## src/rtl/csa_pipe.sv

```systemverilog
// rtl/csa_pipe.sv - pipelined carry-skip adder/subtractor, one register rank per skip group
// Rank 0 captures the beat; group k is evaluated between rank k and rank k+1.
module csa_pipe #(
  parameter int WIDTH = 16,
  parameter int BLK   = 4
) (
  input  logic             clk,
  input  logic             rst_n,
  input  logic             in_valid,
  output logic             in_ready,
  input  logic [WIDTH-1:0] a,
  input  logic [WIDTH-1:0] b,
  input  logic             cin,
  input  logic             sub,
  output logic             out_valid,
  input  logic             out_ready,
  output logic [WIDTH-1:0] sum,
  output logic             cout,
  output logic             ovf
);

  localparam int BLK_SAFE = (BLK < 1) ? 1 : BLK;
  localparam int NBLK     = WIDTH / BLK_SAFE;

  generate
    if (BLK < 1 || WIDTH < BLK_SAFE || (WIDTH % BLK_SAFE) != 0) begin : g_bad_params
      $error("csa_pipe: WIDTH must be a non-zero multiple of BLK and BLK must be >= 1");
    end
  endgenerate

  logic [NBLK:0]      r_vld;
  logic [WIDTH-1:0]   r_a [NBLK];
  logic [WIDTH-1:0]   r_b [NBLK];
  logic [WIDTH-1:0]   r_s [NBLK+1];
  logic [NBLK:0]      r_c;
  logic               r_ovf;

  logic               w_adv;
  logic [WIDTH-1:0]   w_s_nxt [NBLK];
  logic [NBLK-1:0]    w_c_nxt;
  logic               w_cmsb;
  logic               w_cy;
  logic               w_p;
  logic               w_x;

  // The whole pipe moves together; a held result freezes every rank.
  assign w_adv    = ~r_vld[NBLK] | out_ready;
  assign in_ready = w_adv;

  always_comb begin
    w_cmsb  = 1'b0;
    w_c_nxt = '0;
    w_cy    = 1'b0;
    w_p     = 1'b0;
    w_x     = 1'b0;
    for (int k = 0; k < NBLK; k++) begin
      w_s_nxt[k] = r_s[k];
      w_cy       = r_c[k];
      w_p        = 1'b1;
      for (int i = 0; i < BLK; i++) begin
        w_x = r_a[k][k*BLK+i] ^ r_b[k][k*BLK+i];
        w_s_nxt[k][k*BLK+i] = w_x ^ w_cy;
        if (k == NBLK-1 && i == BLK-1) begin
          w_cmsb = w_cy;
        end
        w_cy = (r_a[k][k*BLK+i] & r_b[k][k*BLK+i]) | (w_x & w_cy);
        w_p  = w_p & w_x;
      end
      // XOR propagate: a fully propagating group passes its carry-in straight through.
      w_c_nxt[k] = w_p ? r_c[k] : w_cy;
    end
  end

  always_ff @(posedge clk or negedge rst_n) begin
    if (!rst_n) begin
      r_vld <= '0;
      r_c   <= '0;
      r_ovf <= 1'b0;
      for (int k = 0; k < NBLK; k++) begin
        r_a[k] <= '0;
        r_b[k] <= '0;
      end
      for (int k = 0; k <= NBLK; k++) begin
        r_s[k] <= '0;
      end
    end else if (w_adv) begin
      r_vld       <= {r_vld[NBLK-1:0], in_valid};
      r_c[NBLK:1] <= w_c_nxt;
      if (in_valid) begin
        r_a[0] <= a;
        r_b[0] <= sub ? ~b : b;
        r_c[0] <= cin ^ sub;
      end
      for (int k = 1; k < NBLK; k++) begin
        r_a[k] <= r_a[k-1];
        r_b[k] <= r_b[k-1];
      end
      r_s[0] <= '0;
      for (int k = 1; k <= NBLK; k++) begin
        r_s[k] <= w_s_nxt[k-1];
      end
      r_ovf <= w_cmsb ^ w_c_nxt[NBLK-1];
    end
  end

  assign out_valid = r_vld[NBLK];
  assign sum       = r_s[NBLK];
  assign cout      = r_c[NBLK];
  assign ovf       = r_ovf;

endmodule

```

## config.mk

```make
export PLATFORM = sky130hd
export DESIGN_NAME = csa_pipe
export DESIGN_NICKNAME = d
export VERILOG_FILES = /design/src/rtl/csa_pipe.sv
export SDC_FILE = /design/constraint.sdc
export NUM_CORES = 1
export LEC_CHECK = 0
export ABC_AREA = 1
export CORE_MARGIN = 3
export CORE_UTILIZATION = 47
export CTS_CLUSTER_DIAMETER = 30
export DETAILED_ROUTE_END_ITERATION = 10
export DONT_BUFFER_PORTS = 1
export PLACE_DENSITY = 0.58
export SLEW_MARGIN = 20
export SYNTH_ARGS = -nofsm -noshare
export SYNTH_HDL_FRONTEND = slang
export SYNTH_SLANG_ARGS = --single-unit
```

## constraint.sdc

```tcl
create_clock -name clk -period 2.62 [get_ports clk]
set_clock_uncertainty 0.2 [all_clocks]
set_input_delay 0.524 -clock clk [delete_from_list [all_inputs] [get_ports clk]]
set_output_delay 0.524 -clock clk [all_outputs]
set_load 0.02 [all_outputs]
```

; Yosys cells after proc, flatten, opt, wreduce, memory -nomap -nowiden
; Cells that the tools add are included.
[totals]
output_inout_bits = 20
wordCells = 119
reg_bits = 179
[op_classes]
n_reduce_logical = 1
n_mux = 5
bitwise_logic = 97
[op_table]
columns = cell, n
row1 = $and A1 B1 Y1, 44
row2 = $xor A1 B1 Y1, 34
row3 = $or A1 B1 Y1, 17
row4 = $mux W16, 1
row5 = $not A16 Y16, 1
row6 = $mux W1, 4
row7 = $reduce_and A2 Y1, 1
row8 = $not A1 Y1, 1

; Longest topological paths before layout
; Gate-level depths: netlist (run 1).
[depth]
word_depth = 11
ltp_mapped = 11
depth_no_buf = 11

; Worst setup path after synthesis (run 1)
; No wires, ideal clock.
[synth_path]
kind = reg2reg
from = reg r_a[12] (netlist bit)
to = reg r_s, in the netlist sum[15]
t_arrival_ps = 2015
synth_period_minus_slack_ps = 2298
setup_time_ps = 83
setup_slack_ps = 322
required_time_ps = 2337
path_stages_with_launch = 9
cell_sequence = dfrtp_1 inv_1 fa_1 inv_1 fa_1 fa_1 inv_1 fa_1 o21ai_0
[synth_via]
elab_chain_len = 8
[synth_rtl]
columns = element, line
row1 = from (decl), 32  ; logic [WIDTH-1:0] r_a [NBLK];
row2 = "from (signal, indexed assignment)", 95  ; r_a[k] <= r_a[k-1];
row3 = $xor A1 B1 Y1, 61  ; w_x = r_a[k][k*BLK+i] ^ r_b[k][k*BLK+i];
row4 = $and A1 B1 Y1, 66  ; w_cy = (r_a[k][k*BLK+i] & r_b[k][k*BLK+i]) | (w_x & w_cy);
row5 = $or A1 B1 Y1 (*), 66
row6 = $and A1 B1 Y1 (*), 66
row7 = $or A1 B1 Y1 (*), 66
row8 = $and A1 B1 Y1 (*), 66
row9 = $or A1 B1 Y1 (*), 66
row10 = $xor A1 B1 Y1 (*), 62  ; w_s_nxt[k][k*BLK+i] = w_x ^ w_cy;
row11 = "to (signal, indexed assignment)", 100  ; r_s[k] <= w_s_nxt[k-1];
row12 = to (decl), 34  ; logic [WIDTH-1:0] r_s [NBLK+1];
; Mark *: on every way between the ends. The rest lies on a longest branch, timed or not.
; A chain may end at the register's enable or synchronous reset.

; Final worst setup path (run 1)
; Same ends and word-level chain as after synthesis.

==> impl_metrics.json, run 1 <==
{
  "drive_gt1_frac": 0.0595,
  "slew-limit-headroom": 0.563,
  "timing.hold.ws_ns": -0.387,
  "first_pass_iters": 4,
  "synth_nets": 685,
  "grt_setup_unrepaired": "no",
  "synthArstFlopShare": 1.00,
  "synth_common_cells": "nand2_1 (266), dfrtp_1 (131), o21ai_0 (44), inv_1 (42), o21ai_1 (23)",
  "num-fill-cells": 1138,
  "vdd_drop_max_mv": 0.724,
  "path_cells": "inv_1 > fa_1 > inv_1 > fa_1 > fa_1 > inv_1 > fa_1 > o21ai_0",
  "place.gp.congestion": 0.828,
  "seq_area_mm2": 0.00328,
  "crit_family": "adder cells",
  "rows": 40,
  "wl_met1_um": 4970,
  "overflow": 0,
  "status": "finished with violations",
  "nets": 663,
  "cp_max_fo": 3,
  "start_kind": "flop",
  "synth.area.top_cells": "dfrtp_1 (56%), nand2_1 (17%), fa_1 (5.5%)",
  "synth_seq_cells": 131,
  "route.met3.wl_um": 367,
  "post_cts_buffers": 0,
  "utilization": 0.528,
  "route.detailed.drc": 0,
  "highest_layer": "met4",
  "critPathKind": "flop to flop",
  "syn_area_mm2": 0.00582,
  "crit_arrival_ns": 2.56,
  "cts-root-buf": "clkbuf_16",
  "synth_top_area_cell": "dfrtp_1",
  "cts_sinks": 131,
  "layout.cells.non_filler": 773,
  "synth.most_common_cell": "nand2_1",
  "synth_cell_type_count": 21,
  "initial_core_util": 0.482,
  "netlist_instances": 615,
  "met2_length_um": 4660,
  "required_ns": 2.74,
  "cts_buffer_depth": 2,
  "synth_edf_count": 0,
  "maxCapViolCount": 0,
  "die_h_um": 117,
  "dieArea_mm2": 0.0138,
  "grt_pass1_wl_um": 17500,
  "via_per_inst": 4.74,
  "tns_ns": 0,
  "drt_iter0_markers": 208,
  "synth_area_per_cell_um2": 9.46,
  "drt.antenna.violating_nets": 0,
  "multi_input_area_mm2": 0.00209,
  "min_period_over_period": 0.934,
  "crit_path_end_kind": "flop",
  "cp_common_cell": "fa_1",
  "ys_warn_count": 0,
  "grt_pass1_vias": 3710,
  "synth_flop_cell": "dfrtp_1",
  "dp.cells": 742,
  "clock_latency_ns": 0.41,
  "power.leakage_uw": 0.00322,
  "hold_viol_final": 131,
  "cts_tree": "done",
  "clock_tree.htree_level_count": 4,
  "fmax_mhz": 409,
  "grt_max_degree": 132,
  "setup_violations": 0,
  "post_drt_wl_per_cell_um": 13.1,
  "syn_to_final_growth_pct": 9.35,
  "path_buf_inv": 3,
  "hp-class": "input pin to async pin",
  "tightest_slew_ns": 0.655,
  "final_max_slew_viol_count": 0,
  "core_mm2": 0.0121,
  "antenna_found_initial": 0,
  "port_buffers": 0,
  "vias": 3662,
  "cts_buffers": 17,
  "p_per_area_mw_per_mm2": 1230,
  "violations": "hold timing",
  "io_pins": 58,
  "period_needed_ns": 2.45,
  "crit_path_top_delay_cell": "dfrtp_1",
  "r2r_setup_slack_ns": 0.17,
  "synth.top_cell.area_share": 0.563,
  "diodes": 0,
  "wirelength_um": 10200,
  "grtUsageTotal": 0.165,
  "hpwl_um": 6550,
  "cp_slowest_stage_delay_ns": 0.40,
  "yosysSeqAreaShare": 0.563,
  "cts_resized": 0,
  "chipWidth_um": 117,
  "clk_pin_slew_ns": 0.05
}
## stage by stage
step	setup WS, ns	hold slack (ns)	area, µm²	total power (µW)
2_1_floorplan	0.322	0.0284	5820	5270
6_report	0.173	-0.387	6360	7820
3_3_place_gp	0.261	0.0345	5800	5580
3_5_place_dp	0.179	0.0352	5800	5670
5_1_grt	0.00411	-0.408	6360	8520
4_1_cts	0.164	-0.404	6360	7940
## where the power goes
part	switching, µW	internal, µW	total [µW]
combinational	1210	771	1980
clock	786	1450	2230
sequential	708	2900	3600
## kinds of logic (layout without fill, tap and decap cells)
logic type / after synthesis / after routing / synth area share
adder cells (fa/ha/maj): 32 / 32 / 0.0894
AO/OA/AOI/OAI: 69 / 69 / 0.0600
AND/OR/NAND/NOR: 277 / 277 / 0.184
XOR/XNOR: 17 / 17 / 0.0256
buffers and inverters: 89 / 79 / 0.0780
flip-flops: 131 / 131 / 0.563
## worst register-to-register path, cell delays in order, from the launching register on
cell and delay (ns):
dfrtp_1 0.40, inv_1 0.09, fa_1 0.17, inv_1 0.05, fa_1 0.37, fa_1 0.40, inv_1 0.10, fa_1 0.40
o21ai_0 0.18
## worst paths after layout
| check | endpoint | start | cells past startpoint |
|---|---|---|---|
| worst max-delay path | sum[15] | r_a[12] | 8 |
| worst min-delay path | sum[10] | rst_n | 0 |
| worst max register to register | sum[15] | r_a[12] | 8 |
| worst min register to register | r_b[40] | r_b[56] | 2 |
| max in group asynchronous | r_vld[1] | rst_n | 0 |
| min in group clk | r_a[50] | a[2] | 2 |
## area by class of cell
type / count / area share
Timing Repair Buffer: 4 / 0.00865
Sequential cell: 131 / 0.515
Multi-Input combinational cell: 395 / 0.328
Clock buffer: 27 / 0.0822
Tap cell: 168 / 0.0330
Clock inverter: 4 / 0.00708
Inverter: 44 / 0.0260
## metal layers
metal  up-vias  global-route usage
met5         -                   0
met4         0              0.0665
met3        14              0.0478
met2        53               0.249
met1      1761               0.224
li1       1834                   -
## sequential cells by signal (all words and copies together), names as in the netlist
name	cells
r_vld	5
r_c	5
r_b	40
r_s	24
r_a	40
sum	16
ovf	1
## cell usage in the layout (no fill, tap or decap), drive strengths merged, types with 3 or more instances in the layout
cell / n
buf: 4
clkbuf: 27
clkinv: 3
dfrtp: 131
fa: 16
ha: 16
inv: 44
nand2: 266
nand3: 3
nand4: 3
nor2: 4
o21ai: 67
xnor2: 14
xor2: 3
Note: power is estimated with default switching activity, not from simulation.
==> run 2: changes to the inputs <==
--- a/config.mk
+++ b/config.mk
@@ -6,12 +6,14 @@
 export NUM_CORES = 1
 export LEC_CHECK = 0
 export ABC_AREA = 1
+export CORE_ASPECT_RATIO = 1.2
 export CORE_MARGIN = 3
 export CORE_UTILIZATION = 47
 export CTS_CLUSTER_DIAMETER = 30
 export DETAILED_ROUTE_END_ITERATION = 10
 export DONT_BUFFER_PORTS = 1
 export PLACE_DENSITY = 0.58
+export RECOVER_POWER = 50
 export SLEW_MARGIN = 20
 export SYNTH_ARGS = -nofsm -noshare
 export SYNTH_HDL_FRONTEND = slang
==> constraint.sdc (replaced) <==
create_clock -name clk -period 2.6 [get_ports clk]
set_clock_uncertainty 0.2 [all_clocks]
set_input_delay 0.52 -clock clk [delete_from_list [all_inputs] [get_ports clk]]
set_output_delay 0.52 -clock clk [all_outputs]
set_load 0.02 [all_outputs]
==> impl_metrics.json, run 2 (synthesized netlist as in run 1, its figures left out) <==
{
  "status": "finished with violations",
  "violations": "hold timing",
  "tns_ns": 0,
  "via_per_inst": 4.78,
  "path_cells": "inv_1 > fa_1 > inv_1 > fa_1 > fa_1 > inv_2 > fa_2 > o21ai_0",
  "post_cts_buffers": 0,
  "vdd_drop_max_mv": 0.559,
  "p_int_uw": 5180,
  "seq_area_mm2": 0.00328,
  "layout_common_cells": "nand2_1 (266), dfrtp_1 (131), o21ai_0 (45), inv_1 (42), o21ai_1 (22)",
  "clk_pin_slew_ns": 0.05,
  "core_mm2": 0.0118,
  "grt_pass1_vias": 3542,
  "port_buffers": 0,
  "min_period_over_period": 0.933,
  "crit_family": "adder cells",
  "power.leakage_uw": 0.00320,
  "critPathKind": "flop to flop",
  "vias": 3635,
  "crit_path_top_delay_cell": "fa_2",
  "crit_path_end_kind": "flop",
  "cts-root-buf": "clkbuf_16",
  "final_max_slew_viol_count": 0,
  "tightest_slew_ns": 0.909,
  "p_switching_uw": 2700,
  "diodes": 0,
  "crit_arrival_ns": 2.54,
  "layout_commonest_cell": "nand2_1",
  "reg.largest.list": "r_a x40, r_b x40, r_s x24",
  "setup_ws_ns": 0.174,
  "grt_setup_unrepaired": "no",
  "grt_pass1_wl_um": 17200,
  "total_power_uw": 7880,
  "maxCapViolCount": 0,
  "drive_gt1_frac": 0.0547,
  "path_buf_inv": 3,
  "post_drt_wl_per_cell_um": 13.2,
  "power_frac_clock": 0.293,
  "hold_viol_final": 131,
  "setup_violations": 0,
  "antenna_found_initial": 0,
  "power_frac_comb": 0.247,
  "rows": 43,
  "p_sw_frac": 0.342,
  "place.gp.congestion": 0.767,
  "drt_iter0_markers": 202,
  "wirelength_um": 10000,
  "multi_input_area_mm2": 0.00209,
  "final_area_mm2": 0.00632,
  "syn_to_final_growth_pct": 8.58,
  "dpl_worst_slack_ns": 0.196,
  "fmax_mhz": 412,
  "cts_buffers": 17,
  "cp_slowest_stage_delay_ns": 0.43,
  "p_per_area_mw_per_mm2": 1250,
  "timing.hold.ws_ns": -0.386,
  "drt.antenna.violating_nets": 0,
  "overflow": 0,
  "nets": 662,
  "cts_buffer_depth": 2,
  "cts_sinks": 131,
  "chipWidth_um": 108,
  "dieArea_mm2": 0.0138,
  "slew-limit-headroom": 0.394,
  "grt_max_degree": 132,
  "start_kind": "flop",
  "route.detailed.drc": 0,
  "required_ns": 2.72,
  "cts_tree": "done",
  "first_pass_iters": 4,
  "hpwl_um": 6360,
  "clock_latency_ns": 0.41,
  "p_seq_frac": 0.460,
  "initial_core_util": 0.492,
  "hp-class": "input pin to async pin",
  "period_needed_ns": 2.43,
  "cp_max_fo": 3,
  "clock_tree.htree_level_count": 4,
  "place_area_mm2": 0.00575,
  "num-fill-cells": 1090,
  "grtUsageTotal": 0.158,
  "cp_common_cell": "fa_1",
  "die_h_um": 128,
  "io_pins": 58
}
==> run 2: stage by stage <==
stage | utilization | std cells
global route | 0.534 | 760
floorplan | - | 615
CTS | 0.534 | 760
global placement | 0.486 | 730
finish | 0.534 | 760
detailed placement | 0.486 | 730
==> run 2: worst paths after layout <==
kind                       startpoint      end  slack (ns)  cells after the start
min reg2reg                   r_s[23]   sum[7]        0.26                      2
max reg2reg                   r_a[12]  sum[15]        0.17                      8
max in group asynchronous       rst_n  r_a[25]        2.29                      0
max                           r_a[12]  sum[15]        0.17                      8
min in group clk                 a[1]  r_a[49]        0.02                      2
min                             rst_n   sum[9]       -0.39                      0
==> run 2: cell type report <==
| type | count | area share |
|---|---|---|
| clock buffer | 24 | 0.0731 |
| clock inverter | 6 | 0.0166 |
| inverter | 44 | 0.0261 |
| multi-input combinational | 395 | 0.331 |
| sequential | 131 | 0.519 |
| tap | 157 | 0.0311 |
| timing repair buffer | 3 | 0.00356 |
==> run 2: what timing repair did <==
action	in CTS	in global routing
endpoints found under the hold margin	131	131
resized for setup	0	2
endpoints found under the setup margin	0	1
==> run 2: power groups by stage <==
stage / combinational [µW] / clock (µW) / sequential (µW)
detailed placement: 1970 / 0 / 3670
global placement: 1920 / 0 / 3640
CTS: 2010 / 2360 / 3650
finish: 1950 / 2310 / 3630
global route: 2400 / 2450 / 3750
floorplan: 1960 / 0 / 3350
==> run 2: metal layers <==
layer / track usage / wire (µm)
met2: 0.232 / 4550
met3: 0.0494 / 458
met5: 0 / 0
met1: 0.224 / 4910
met4: 0.0557 / 112
